[config.mk]
export PLATFORM = sky130hd
export DESIGN_NAME = mem_access_unit_flat
export DESIGN_NICKNAME = d
export VERILOG_FILES = /design/src/rtl/mem_access_unit_if.sv /design/src/rtl/mem_access_unit.sv /design/src/flat_wrapper.sv
export SDC_FILE = /design/constraint.sdc
export NUM_CORES = 1
export LEC_CHECK = 0
export ABC_AREA = 0
export CAP_MARGIN = 0
export CORE_UTILIZATION = 41
export DETAILED_ROUTE_END_ITERATION = 6
export GPL_TIMING_DRIVEN = 0
export PLACE_DENSITY = 0.84
export SLEW_MARGIN = 0
export SYNTH_ARGS = -nofsm -noshare
export SYNTH_HDL_FRONTEND = slang
export SYNTH_SLANG_ARGS = --single-unit
export TNS_END_PERCENT = 10
[constraint.sdc]
create_clock -name clk -period 2.8 [get_ports clk]
set_clock_uncertainty 0.15 [all_clocks]
set_input_delay 0.28 -clock clk [delete_from_list [all_inputs] [get_ports clk]]
set_output_delay 0.28 -clock clk [all_outputs]
set_load 0.005 [all_outputs]
[src/rtl/mem_access_unit_if.sv]
// mem_access_unit_if: core request/response channels and register-file memory port of the load/store unit
// slave modport (unit side): takes req_*, resp_ready, mem_data_out; drives req_ready, resp_*, mem_address, mem_write_enable, mem_data_in
// master modport (core + memory side): the mirror image
interface mem_access_unit_if #(parameter int DATA_W = 32, parameter int MEM_AW = 5);
  logic req_valid, req_ready, req_we, req_unsigned;
  logic [1:0] req_size;
  logic [31:0] req_addr;
  logic [DATA_W-1:0] req_wdata;
  logic resp_valid, resp_ready, resp_err;
  logic [DATA_W-1:0] resp_rdata;
  logic [MEM_AW-1:0] mem_address;
  logic mem_write_enable;
  logic [DATA_W-1:0] mem_data_in, mem_data_out;
  modport slave (
    input req_valid, req_we, req_size, req_unsigned, req_addr, req_wdata, resp_ready, mem_data_out,
    output req_ready, resp_valid, resp_rdata, resp_err, mem_address, mem_write_enable, mem_data_in
  );
  modport master (
    output req_valid, req_we, req_size, req_unsigned, req_addr, req_wdata, resp_ready, mem_data_out,
    input req_ready, resp_valid, resp_rdata, resp_err, mem_address, mem_write_enable, mem_data_in
  );
endinterface

[src/rtl/mem_access_unit.sv]
// mem_access_unit: byte/half/word load-store initiator for a 32x32 register-file memory, one request in flight
// Ports: clk, rst (sync, active-high), bus (mem_access_unit_if.slave: request, response and memory port)
// Optional macro LSU_MISALIGN_CHECK_EN: reject misaligned half/word requests instead of clearing the low address bits
module mem_access_unit #(parameter int DATA_W = 32, parameter int MEM_AW = 5) (
  input logic clk,
  input logic rst,
  mem_access_unit_if.slave bus
);
  typedef enum logic [1:0] {IDLE, ACCESS, WRITE, RESP} state_t;
  state_t state;
  logic ready_q, valid_q, err_q, we_q, st_q, uns_q, bad, unused;
  logic [1:0] size_q, lane_q, lane;
  logic [4:0] sh;
  logic [MEM_AW-1:0] addr_q;
  logic [DATA_W-1:0] wdata_q, rdata_q, din_q, shifted, mask, merged, ext;
  assign unused = &{1'b0, bus.req_addr[31:MEM_AW+2]};
  always_comb begin
    lane = bus.req_size == 2'b00 ? bus.req_addr[1:0] : bus.req_size == 2'b01 ? {bus.req_addr[1], 1'b0} : 2'b00;
`ifdef LSU_MISALIGN_CHECK_EN
    bad = &bus.req_size | (bus.req_size == 2'b01 && bus.req_addr[0]) | (bus.req_size == 2'b10 && |bus.req_addr[1:0]);
`else
    bad = &bus.req_size;
`endif
    sh = {lane_q, 3'b000};
    shifted = bus.mem_data_out >> sh;
    mask = (size_q == 2'b00 ? 32'h0000_00FF : 32'h0000_FFFF) << sh;
    merged = (bus.mem_data_out & ~mask) | ((wdata_q << sh) & mask);
    ext = size_q == 2'b00 ? {{24{~uns_q & shifted[7]}}, shifted[7:0]} :
          size_q == 2'b01 ? {{16{~uns_q & shifted[15]}}, shifted[15:0]} : bus.mem_data_out;
  end
  always_ff @(posedge clk) begin
    if (rst) begin
      state <= IDLE;
      ready_q <= 1'b1;
      valid_q <= 1'b0;
      rdata_q <= '0;
      err_q <= 1'b0;
      addr_q <= '0;
      din_q <= '0;
      we_q <= 1'b0;
    end else begin
      case (state)
        IDLE: if (bus.req_valid) begin
          st_q <= bus.req_we;
          size_q <= bus.req_size;
          uns_q <= bus.req_unsigned;
          lane_q <= lane;
          wdata_q <= bus.req_wdata;
          addr_q <= bus.req_addr[MEM_AW+1:2];
          din_q <= bus.req_wdata;
          we_q <= !bad && bus.req_we && bus.req_size == 2'b10;
          ready_q <= 1'b0;
          rdata_q <= '0;
          err_q <= bad;
          valid_q <= bad;
          state <= bad ? RESP : ACCESS;
        end
        ACCESS: if (st_q && size_q != 2'b10) begin
          din_q <= merged;
          we_q <= 1'b1;
          state <= WRITE;
        end else begin
          we_q <= 1'b0;
          rdata_q <= st_q ? '0 : ext;
          valid_q <= 1'b1;
          state <= RESP;
        end
        WRITE: begin
          we_q <= 1'b0;
          valid_q <= 1'b1;
          state <= RESP;
        end
        RESP: if (bus.resp_ready) begin
          valid_q <= 1'b0;
          ready_q <= 1'b1;
          state <= IDLE;
        end
        default: state <= IDLE;
      endcase
    end
  end
  assign bus.req_ready = ready_q;
  assign bus.resp_valid = valid_q;
  assign bus.resp_rdata = rdata_q;
  assign bus.resp_err = err_q;
  assign bus.mem_address = addr_q;
  assign bus.mem_data_in = din_q;
  // reset must kill a write already registered for this cycle
  assign bus.mem_write_enable = we_q & ~rst;
endmodule

[src/flat_wrapper.sv]
// flat-port wrapper written by rule: the top's interface ports become plain ports
module mem_access_unit_flat 
#(parameter int DATA_W = 32, parameter int MEM_AW = 5)
  (clk, rst, bus_req_valid, bus_req_we, bus_req_size, bus_req_unsigned, bus_req_addr, bus_req_wdata, bus_resp_ready, bus_mem_data_out, bus_req_ready, bus_resp_valid, bus_resp_rdata, bus_resp_err, bus_mem_address, bus_mem_write_enable, bus_mem_data_in);
  mem_access_unit_if #(.DATA_W(DATA_W), .MEM_AW(MEM_AW)) bus_i ();
  input logic clk;
  input logic rst;
  input wire logic [$bits(bus_i.req_valid)-1:0] bus_req_valid;
  input wire logic [$bits(bus_i.req_we)-1:0] bus_req_we;
  input wire logic [$bits(bus_i.req_size)-1:0] bus_req_size;
  input wire logic [$bits(bus_i.req_unsigned)-1:0] bus_req_unsigned;
  input wire logic [$bits(bus_i.req_addr)-1:0] bus_req_addr;
  input wire logic [$bits(bus_i.req_wdata)-1:0] bus_req_wdata;
  input wire logic [$bits(bus_i.resp_ready)-1:0] bus_resp_ready;
  input wire logic [$bits(bus_i.mem_data_out)-1:0] bus_mem_data_out;
  output wire logic [$bits(bus_i.req_ready)-1:0] bus_req_ready;
  output wire logic [$bits(bus_i.resp_valid)-1:0] bus_resp_valid;
  output wire logic [$bits(bus_i.resp_rdata)-1:0] bus_resp_rdata;
  output wire logic [$bits(bus_i.resp_err)-1:0] bus_resp_err;
  output wire logic [$bits(bus_i.mem_address)-1:0] bus_mem_address;
  output wire logic [$bits(bus_i.mem_write_enable)-1:0] bus_mem_write_enable;
  output wire logic [$bits(bus_i.mem_data_in)-1:0] bus_mem_data_in;
  assign bus_i.req_valid = bus_req_valid;
  assign bus_i.req_we = bus_req_we;
  assign bus_i.req_size = bus_req_size;
  assign bus_i.req_unsigned = bus_req_unsigned;
  assign bus_i.req_addr = bus_req_addr;
  assign bus_i.req_wdata = bus_req_wdata;
  assign bus_i.resp_ready = bus_resp_ready;
  assign bus_i.mem_data_out = bus_mem_data_out;
  assign bus_req_ready = bus_i.req_ready;
  assign bus_resp_valid = bus_i.resp_valid;
  assign bus_resp_rdata = bus_i.resp_rdata;
  assign bus_resp_err = bus_i.resp_err;
  assign bus_mem_address = bus_i.mem_address;
  assign bus_mem_write_enable = bus_i.mem_write_enable;
  assign bus_mem_data_in = bus_i.mem_data_in;
  mem_access_unit #(.DATA_W(DATA_W), .MEM_AW(MEM_AW)) u_core (.clk(clk), .rst(rst), .bus(bus_i));
endmodule
* After elaboration in Yosys (flattened, before gate mapping)
Index checks and enable logic that the tools add are counted.
Word-level totals: register bits after elaboration 113
Cells by class: mux-type cells 27, bitwise gates (word level) 9, equality and inequality tests 11, shift operators 3, reductions and logical operators 19
Operator list (number):
- 2-to-1 mux 32 bit | 7
- one-hot mux 32 bit (2 select lines) | 2
- AND 32 bit | 2
- << shifter 32 x 5 -> 32 bit | 2
- NOT 32 bit | 1
- OR 32 bit | 1
- right shift 32 x 5 -> 16 bit | 1
- 2-to-1 mux 16 bit | 1
- AND reduction 3 bit | 5
- 2-to-1 mux 2 bit | 5
- 2-to-1 mux 1 bit | 8
- != test 2 bit (second input constant) | 4
- one-hot mux 2 bit (4 select lines) | 1
- AND reduction 2 bit | 4
- equality test 2 x 1 -> 1 bit (second input constant) | 3
- equality test 2 bit (second input constant) | 3
- logical NOT 2 bit | 3
- one-hot mux 1 bit (4 select lines) | 1
- nonzero test 2 bit | 2
- AND 1 bit | 3
- logical AND 1 bit | 3
- one-hot mux 1 bit (3 select lines) | 1
- nonzero test 3 bit | 1
- != test 2 x 1 -> 1 bit (second input constant) | 1
- 3 further kinds | 4

* Longest topological paths before layout
Gate-level depths: netlist of run 1.
depth after elaboration 8, mapped depth 8, depth with buffers taken out 6

* Worst setup path before layout of run 1
No wires, ideal clock.
path kind reg-to-reg, from register u_core.state[0], to register u_core.lane_q[0], enable pin, path buffers 1, data arrival time 2.068 ns, cell stages (with the launch flop) 6, setup slack 0.181 ns, path through dfxtp_1 -> inv_1 -> ha_1 -> clkbuf_1 -> nand2_1 -> nor2_1
On the way: longest elaborated chain between the ends 2
RTL lines:
- start, declared | RTL line mem_access_unit.sv:10 | state_t state;
- start signal, assigned | RTL line mem_access_unit.sv:56 | state <= bad ? RESP : ACCESS;
- logical NOT 2 bit | RTL line mem_access_unit.sv:42 | case (state)
- AND reduction 3 bit (no source line)
- end signal, assigned | RTL line mem_access_unit.sv:47 | lane_q <= lane;
- end, declared | RTL line mem_access_unit.sv:12 | logic [1:0] size_q, lane_q, lane;
No other way between the ends. A chain may end at the register's enable or synchronous reset.

* Final worst setup path of run 1
from register u_core.state[0], to register u_core.wdata_q[12], enable pin
On the way: longest elaborated chain between the ends 2
RTL lines:
- logical NOT 2 bit | RTL line mem_access_unit.sv:42
- AND reduction 3 bit (no source line)
- end signal, assigned | RTL line mem_access_unit.sv:48 | wdata_q <= bus.req_wdata;
- end, declared | RTL line mem_access_unit.sv:15 | logic [DATA_W-1:0] wdata_q, rdata_q, din_q, shifted, mask, merged, ext;
No other way between the ends.

==> results of run 1 <==
==> synth_stat cells (all sizes together), types with 19 or more instances <==
| library cell | count |
|---|---|
| a21oi | 43 |
| a22oi | 22 |
| nand2b | 24 |
| mux2i | 23 |
| inv | 29 |
| dfxtp | 75 |
| clkbuf | 19 |
| o21ai | 49 |
| edfxtp | 22 |
| nand2 | 23 |
| a311oi | 21 |
| buf | 31 |
==> area by class of cell <==
cell class,count,area share
clock inverters,5,0.00413
plain buffers,50,0.0350
clock buffers,11,0.0365
flip-flops and latches,97,0.311
well taps,143,0.0257
inverters,29,0.0156
multi-input cells,352,0.353
repair buffers,151,0.220
==> placed cells by master, fill, tap and decap left out, types with 4 or more instances in the layout <==
cell type        count
a21oi_1             42
a221oi_1             4
a22oi_1             22
a2bb2oi_1            7
a311oi_1            21
a31oi_1              9
buf_1                4
buf_2               23
clkbuf_1            19
clkbuf_16           10
clkdlybuf4s50_1    150
dfxtp_1             75
edfxtp_1            22
inv_1               29
mux2i_1             23
nand2_1             23
nand2b_1            24
nand3_1              6
nor2_1              14
nor2b_1              5
nor4b_1              9
o2111ai_1            8
o211ai_1            15
o21ai_0             38
o21ai_1              9
o221ai_1            14
o2bb2ai_1            6
o311ai_1             5
o32ai_1              4
or4_1                4
==> flip-flops by register name, summed over array words and instances (netlist names) <==
name and cells:
u_core.bus.req_ready 1, u_core.bus.resp_valid 1, u_core.size_q 2, u_core.st_q 1, u_core.wdata_q 16, u_core.bus.mem_address 5
u_core.uns_q 1, u_core.bus.resp_err 1, u_core.bus.resp_rdata 32, u_core.we_q 1, u_core.bus.mem_data_in 32, u_core.lane_q 2
u_core.state 2
==> metal layers <==
metal | part of all wire | vias to the layer above | global-route usage | routed length [um]
li1 | - | 2371 | - | -
met1 | 0.41 | 2501 | 0.370 | 7420
met2 | 0.47 | 314 | 0.470 | 8500
met3 | 0.094 | 32 | 0.0702 | 1700
met4 | 0.024 | 0 | 0.0978 | 438
met5 | 0 | - | 0 | 0
==> logic make-up after synthesis <==
logic type,after synthesis
compound gates,225
fa+ha+maj,3
buf+inv,79
flops,97
mux,25
simple gates,99
==> worst min-delay path: cells and delay by family <==
kind                   cells  cell delay [ns]
buffers and inverters      1             0.12
AOI/OAI and AO/OA          1             0.05
and+or+nand+nor            1             0.08
==> what timing repair did <==
item | in CTS | in global routing
setup endpoints to repair | 0 | 9
resized for setup | 0 | 2
hold buffers | 0 | 0
==> worst max path at each step <==
stage,from,endpoint,slack (ns),cells past startpoint
final,u_core.state[0],u_core.wdata_q[12],0.24,6
after global routing,u_core.state[0],u_core.wdata_q[14],0.12,6
after CTS,rst,bus_mem_write_enable,0.02,5
after detailed placement,rst,u_core.wdata_q[12],-0.24,6
after global placement,rst,u_core.wdata_q[15],-0.91,5
after floorplan,u_core.state[0],u_core.lane_q[0],0.18,5
==> power groups by stage <==
stage / logic [uW] / registers, uW / clock network, uW
floorplan: 1450 / 2030 / 0
global placement: 2620 / 2030 / 0
detailed placement: 2700 / 2040 / 0
CTS: 2710 / 2020 / 1190
global route: 2970 / 2060 / 1250
finish: 2740 / 2020 / 1180
==> stage by stage <==
step | worst slack (ns) | instance area, um^2 | power, uW | util | cells
global placement | -0.910 | 6650 | 4650 | 0.572 | 821
floorplan | 0.181 | 4970 | 3480 | - | 528
CTS | 0.0243 | 6960 | 5920 | 0.599 | 838
detailed placement | -0.236 | 6680 | 4750 | 0.575 | 822
global route | 0.117 | 6960 | 6270 | 0.599 | 838
finish | 0.236 | 6960 | 5940 | 0.599 | 838
==> results_dict.tcl, run 1 <==
set metrics [dict create \
    status "finished, violations left" \
    violations "DRC" \
    post_cts_buffers 0 \
    slew_headroom 0.361 \
    cp_top_family "simple AND/OR/NAND/NOR gates" \
    swShare 0.368 \
    avgSynthCellArea_um2 9.41 \
    yosysSeqAreaShare 0.435 \
    synth_top_family_by_area "compound AO/OA/AOI/OAI gates" \
    final.fill_count 967 \
    dieHeight_um 112 \
    cts_buffers 9 \
    tns_ns 0 \
    p_per_area_mw_per_mm2 854 \
    power_frac_comb 0.461 \
    start_util 0.428 \
    synthTopCellsByArea "dfxtp_1, edfxtp_1, mux2i_1" \
    p_switching_uw 2190 \
    critical_path_buf_inv_count 3 \
    whs_ns 0.0793 \
    crit_required_ns 2.71 \
    yosysWarningCount 0 \
    seq_area_mm2 0.00216 \
    drt-total-wl_mm 18.1 \
    period_share 0.916 \
    r2r_cells 6 \
    hold_path_startpoint "bus_req_valid" \
    antenna_found_initial 0 \
    vdd_drop_max_mv 0.707 \
    nets 797 \
    first_pass_iters 7 \
    dieWidth_um 112 \
    maxCapViolations 0 \
    r2r_start "u_core.state[0]" \
    cp_data_arrival_time_ns 2.47 \
    core_mm2 0.0116 \
    grt_pass1_vias 5012 \
    min_to "u_core.bus.mem_address[0]" \
    insertion_delay_ns 0.35 \
    cts.path.max_buffers 2 \
    synth.distinct_cells 57 \
    power.leakage_uw 0.00241 \
    gr-total-overflow 0 \
    critPathMaxFanout 16 \
    antenna_cells 0 \
    synthAdderAreaFrac 0.00756 \
    worstSetupStartpointType "register" \
    globalplace.congestion 0.921 \
    postSynth.asyncResetShare 0 \
    endpoint_kind "register" \
    wl_per_cell_um 21.5 \
    hold_path_depth 3 \
    io_pins 177 \
    grt_max_degree 17 \
    path_clk_slew_ns 0.06 \
    max_freq_mhz 390 \
    slowest_stage "nor2_2" \
    synth_top_area_share 0.302 \
    synth_nets 635 \
    synth_xor_area_frac 0 \
    tightest_slew_ns 0.951 \
    setup_violations 0 \
    rsz0062_at_grt "false" \
    vias 5218 \
    slowest_delay_ns 0.51 \
    worstPathCellList "inv_1, ha_1, clkbuf_1, nand2_1, nor2_2, buf_16" \
    r2r_slack_ns 0.24 \
    drtAntennaViolNets 0 \
    grt_pass1_wl_mm 27.6 \
    hpwl_mm 14.0 \
    avgViaCountPerCell 6.23 \
    synth_top_cell_by_area "dfxtp_1" \
    multi_input_area_mm2 0.00246 \
    drv_slew 0 \
    clockRootBuffer "clkbuf_16" \
    synth_edf_count 22 \
    cts_tree "done" \
    clkPwrFrac 0.199 \
    drive_gt1_frac 0.0820 \
    ys.flop_type "dfxtp_1" \
    cts_htree_levels 3 \
    hold_viol 0 \
    die_area_mm2 0.0126 \
    cts_sinks 97 \
    seq_power_share 0.340 \
    yosys_register_bits 97 \
    grt.total_usage 0.287 \
    hp-class "in -> reg" \
    drc 8 \
    synth_simple_gate_area_frac 0.117 \
    r2r-end "u_core.wdata_q[12]" \
    synth.area.mux_share 0.0531 \
    area_delta_synth_final_pct 40.2 \
    worst-setup-path-type "reg -> reg" \
    io_buffer_count 150 \
    row_count 39 \
    intPower_uw 3750 \
    synth_compound_area_frac 0.316 \
    syn_inst 528 \
    period_needed_ns 2.56 \
    first_iter_violations 655 \
    syn_area_mm2 0.00497 \
]
No activity file was read; power rests on OpenSTA's default activity.
==> run 2: changes to the inputs <==
--- a/config.mk
+++ b/config.mk
@@ -11,7 +11,6 @@
 export DETAILED_ROUTE_END_ITERATION = 6
 export GPL_TIMING_DRIVEN = 0
 export PLACE_DENSITY = 0.84
-export SLEW_MARGIN = 0
 export SYNTH_ARGS = -nofsm -noshare
 export SYNTH_HDL_FRONTEND = slang
 export SYNTH_SLANG_ARGS = --single-unit
==> results of run 2 <==
Final layout, timing and power as in run 1 (identical DEF).
==> run 3: changes to the inputs <==
--- a/config.mk
+++ b/config.mk
@@ -11,6 +11,7 @@
 export DETAILED_ROUTE_END_ITERATION = 6
 export GPL_TIMING_DRIVEN = 0
 export PLACE_DENSITY = 0.84
+export SKIP_LAST_GASP = 1
 export SYNTH_ARGS = -nofsm -noshare
 export SYNTH_HDL_FRONTEND = slang
 export SYNTH_SLANG_ARGS = --single-unit
==> results of run 3 <==
Final layout, timing and power as in run 1 (identical DEF).
